<file path="src/rtl/spi_arbiter.sv">
// Round-robin arbiter sharing one spi_master port between two burst requesters.
// Grants are registered; wrt/cmd forwarding and done routing are combinational.
module spi_arbiter #(
    parameter int unsigned TIMEOUT = 1024
) (
    input  logic        clk,
    input  logic        rst,
    input  logic        req0,
    input  logic        req1,
    input  logic        wrt0,
    input  logic        wrt1,
    input  logic [15:0] cmd0,
    input  logic [15:0] cmd1,
    output logic        gnt0,
    output logic        gnt1,
    output logic        done0,
    output logic        done1,
    output logic [7:0]  rd_data0,
    output logic [7:0]  rd_data1,
    output logic        m_wrt,
    output logic [15:0] m_cmd,
    input  logic        m_done,
    input  logic [7:0]  m_rd_data,
    output logic        tmo
);

    typedef enum logic [1:0] {StIdle, StOwned, StBusy} state_e;

    localparam logic [15:0] TmoLast = 16'(TIMEOUT - 1);

    state_e      state_q, state_d;
    logic        owner_q, owner_d;
    logic        last_q, last_d;
    logic [15:0] cnt_q, cnt_d;

    logic        own_req;
    logic        own_wrt;
    logic [15:0] own_cmd;
    logic        cnt_hit;

    assign own_req = owner_q ? req1 : req0;
    assign own_wrt = owner_q ? wrt1 : wrt0;
    assign own_cmd = owner_q ? cmd1 : cmd0;
    assign cnt_hit = (cnt_q >= TmoLast);

    always_ff @(posedge clk) begin
        if (rst) begin
            state_q <= StIdle;
            owner_q <= 1'b0;
            last_q  <= 1'b1;
            cnt_q   <= 16'h0;
        end else begin
            state_q <= state_d;
            owner_q <= owner_d;
            last_q  <= last_d;
            cnt_q   <= cnt_d;
        end
    end

    always_comb begin
        state_d = state_q;
        owner_d = owner_q;
        last_d  = last_q;
        cnt_d   = cnt_q;
        case (state_q)
            StIdle: begin
                // On a tie the port that was not served last wins.
                if (req0 && req1) begin
                    owner_d = ~last_q;
                    state_d = StOwned;
                    cnt_d   = 16'h0;
                end else if (req0 || req1) begin
                    owner_d = req1;
                    state_d = StOwned;
                    cnt_d   = 16'h0;
                end
            end
            StOwned: begin
                if (own_wrt) begin
                    state_d = StBusy;
                    cnt_d   = 16'h0;
                end else if (!own_req || cnt_hit) begin
                    state_d = StIdle;
                    last_d  = owner_q;
                end else if (cnt_q != 16'hffff) begin
                    cnt_d = cnt_q + 16'h1;
                end
            end
            StBusy: begin
                if (m_done) begin
                    if (own_wrt) begin
                        cnt_d = 16'h0;
                    end else if (own_req) begin
                        state_d = StOwned;
                        cnt_d   = 16'h0;
                    end else begin
                        state_d = StIdle;
                        last_d  = owner_q;
                    end
                end
            end
            default: state_d = StIdle;
        endcase
    end

    always_comb begin
        logic fwd;
        logic fin;
        logic tmo_hit;
        fwd     = 1'b0;
        fin     = 1'b0;
        tmo_hit = 1'b0;
        case (state_q)
            StOwned: begin
                fwd     = own_wrt;
                tmo_hit = !own_wrt && own_req && cnt_hit;
            end
            StBusy: begin
                fin = m_done;
                fwd = m_done && own_wrt;
            end
            default: ;
        endcase
        gnt0     = (state_q != StIdle) && !owner_q;
        gnt1     = (state_q != StIdle) && owner_q;
        m_wrt    = fwd && !rst;
        m_cmd    = (fwd && !rst) ? own_cmd : 16'h0;
        done0    = fin && !rst && !owner_q;
        done1    = fin && !rst && owner_q;
        tmo      = tmo_hit && !rst;
        rd_data0 = m_rd_data;
        rd_data1 = m_rd_data;
    end

endmodule

</file>
<file path="config.mk">
export PLATFORM = sky130hd
export DESIGN_NAME = spi_arbiter
export DESIGN_NICKNAME = d
export VERILOG_FILES = /design/src/rtl/spi_arbiter.sv
export SDC_FILE = /design/constraint.sdc
export NUM_CORES = 1
export LEC_CHECK = 0
export BUFFER_PORTS_ARGS = -buffer_cell sky130_fd_sc_hd__buf_2
export CAP_MARGIN = 20
export CORE_MARGIN = 2
export CORE_UTILIZATION = 28
export CTS_CLUSTER_DIAMETER = 80
export DETAILED_ROUTE_END_ITERATION = 6
export PLACE_DENSITY_LB_ADDON = 0.15
export SLEW_MARGIN = 0
export SYNTH_ARGS = -nofsm -noshare
export SYNTH_HDL_FRONTEND = slang
export SYNTH_SLANG_ARGS = --single-unit
</file>
<file path="constraint.sdc">
create_clock -name clk -period 2.89 [get_ports clk]
set_input_delay 0.578 -clock clk [delete_from_list [all_inputs] [get_ports clk]]
set_output_delay 0.578 -clock clk [all_outputs]
set_load 0.02 [all_outputs]
</file>
==> results.ini <==
[outcome]
outcome = finished, final reports clean

[drt]
detail_route.wl_per_cell_microns = 12.33
avgViaCountPerCell = 4.822
route.detailed.drc = 0
ant_nets = 0
drt_pass1_iterations = 4
drtIter0Drc = 68
routed_wl_microns = 3735
dr_total_vias = 1461

[sta]
rsz0062_at_grt = false
hold_viol_final = 0
min_period_ns = 2.613
fin_worst_skew_ns = 0.002579
setup_viol = 0
holdWs_ns = 0.5053
slew_violations = 0
tightest_slew_ns = 0.3738
fmax_mhz = 382.7
min_period_over_period_pct = 90.42
maxSlewHeadroom_pct = 74.82
tns_ns = 0

[grt]
grt_max_degree = 22
grt_antenna_before_repair = 0
first_global_vias = 1451
grt_pass1_wl_microns = 6610
overflow = 0
gr-usage-all-layers_pct = 12.86

[die]
rows = 26
die_y_microns = 77.69
initial_core_util_pct = 29.39
core_area_sq_um = 5172
ios = 85
die_w_microns = 77.69
dieArea_sq_um = 6035

[clock_tree]
clkLatencyLatePin_ns = 0.26
holdBufCountCts = 0
cts_buffer_depth = 2
path_clk_slew_ns = 0.08
cts_tree = done
clock_sink_count = 20
cts_made_buffers = 3
root_buffer = clkbuf_8
h-tree-depth = 1

[critical_path]
startpoint_type = flip-flop
crit_path_cell_trace = inv_1, ha_1, a21oi_1, or4b_4, nor2_1, buf_2
worstPathArrival_ns = 2.04
cp_slowest_cell = or4b_4
slowest_delay_ns = 0.61
timing.rr.end = cnt_q[8]
crit_cells = 6
cp_num_buf_inv = 2
critical-path-top-delay-family = simple AND/OR/NAND/NOR gates
crit_path_start = state_q[0]
timing.rr.start = state_q[0]
endpoint_kind = primary output
cp.required_ns = 2.31
path_class = flip-flop to primary output
cp_max_fo = 17
crit_end = m_cmd[2]
reg2regPathDepth = 7
ff2ff_setup_slack_ns = 0.32

[power]
p_leak_nw = 0.8337
pwr-share-seq_pct = 36.3
switchingPower_uw = 239.6
ir_drop_v = 0.0001718
p_clk_share_pct = 34.7
pwr-share-comb_pct = 28.9
netSwitchingFraction_pct = 29.72
powerDensity_nw_per_um2 = 436.6
intPower_uw = 566.6

[finish]
area_delta_synth_final_pct = 21.48
drive_above_1_share_pct = 35.62
antenna_cells = 0
final_nets = 286

[synth]
synth_top_cell_by_area = dfxtp_1
synth_area_leaders = dfxtp_1 (26%), mux2i_1 (13%), buf_4 (7.9%), nor2_1 (5.7%), ha_1 (4.1%)
syn_inst = 190
synth_cell_types = 39
ys_seq_elements = 20
syn_nets = 242
yosysWarnings = 0
ys_seq_area_share_pct = 26.34
synth_area_sq_um = 1520
synth_top_area_share_pct = 26.34
syn_area_per_cell_sq_um = 8.001

[placed_design]
place_hpwl_microns = 2892
place.gp.congestion = 0.7546
port_buffers = 60

[min_path]
hp-start = cnt_q[11]
hold_class = flip-flop to flip-flop

[flow_run]
drv_cap = 0

[logic make-up after synthesis]
kind of cell	synth area share [%]
AOI/OAI and AO/OA	16.46
adders and majority gates	4.115
buffers and inverters	13.17
DFF	26.34
muxes	13.99
and+or+nand+nor	25.93
[Yosys cell counts, drive strengths merged]
cell and instances:
o21ai 8, o41ai 1, clkbuf 7, a31o 6, nor4 1, or2 1
a211oi 1, mux2i 19, nor3 7, o211ai 3, mux2 2, nor2b 1
and3 8, nand2 11, o31ai 3, ha 5, nor2 23, a2bb2oi 1
o31a 1, o311ai 2, nand3b 1, or4b 1, a32oi 1, nor3b 1
nand4 3, nand3 8, or4 6, or3 4, o22ai 1, inv 7
a21o 1, buf 19, dfxtp 20, a21oi 6
[what timing repair did]
| item | in CTS | in global routing |
|---|---|---|
| setup buffers | 0 | 0 |
| endpoints found under the setup margin | 0 | 17 |
| resized for setup | 0 | 1 |
[flip-flops by register name, summed over array words and instances, names as in the netlist]
register and flops:
cnt_q 16, state_q 2, last_q 1, owner_q 1
[per-stage QoR]
| stage | area, sq um | instances | setup WS [ns] | total power, mW | util, % |
|---|---|---|---|---|---|
| CTS | 1843 | 303 | 0.03141 | 0.8152 | 35.63 |
| floorplan | 1520 | 190 | 0.2024 | 0.4898 | - |
| global placement | 1772 | 299 | 0.2788 | 0.5341 | 34.25 |
| global route | 1847 | 303 | 0.1238 | 0.8579 | 35.70 |
| detailed placement | 1772 | 299 | 0.2653 | 0.5323 | 34.25 |
| finish | 1847 | 303 | 0.2769 | 0.8062 | 35.70 |
[area by class of cell]
cell class                 instances  area [sq um]
timing repair buffer              65         337.8
tap                               70         87.58
multi-input combinational        137         923.4
clock buffer                       3         41.29
sequential                        20         400.4
clock inverter                     1         30.03
inverter                           7         26.28
fill                             540          3326
[power groups by stage]
stage / logic [mW] / registers (mW) / clock network [mW]
5_1_grt: 0.262 / 0.295 / 0.300
6_report: 0.233 / 0.293 / 0.280
3_5_place_dp: 0.233 / 0.299 / 0
2_1_floorplan: 0.194 / 0.296 / 0
4_1_cts: 0.234 / 0.293 / 0.288
3_3_place_gp: 0.234 / 0.300 / 0
[cell usage in the layout (no fill, tap or decap), types with 2 or more instances in the layout]
master / count
o31ai_1: 3
o21ai_0: 8
clkbuf_8: 3
a21oi_1: 6
dfxtp_1: 20
buf_2: 60
mux2i_1: 19
o211ai_1: 3
and3_1: 7
nand3_1: 8
mux2_2: 2
nand4_1: 3
ha_1: 5
or3_1: 4
or4_1: 4
nand2_1: 11
a31o_2: 5
buf_4: 5
o311ai_0: 2
nor2_1: 23
nor3_1: 7
inv_1: 7
or4_4: 2
[per-layer routing]
metal	wire length, microns	track usage, %	vias up
li1	-	-	763
met1	1848	17.63	651
met2	1672	20.69	45
met3	198	2.093	2
met4	15	3.750	0
met5	0	0	-
[how the worst min path moves through the flow]
stage / to / slack (ns) / cells past startpoint
after floorplan: last_q / 0.47 / 2
after global placement: cnt_q[11] / 0.49 / 1
after detailed placement: cnt_q[11] / 0.49 / 1
after CTS: cnt_q[11] / 0.51 / 1
after global routing: cnt_q[12] / 0.52 / 1
final: cnt_q[11] / 0.51 / 1
No activity file was read; power rests on OpenSTA's default activity.
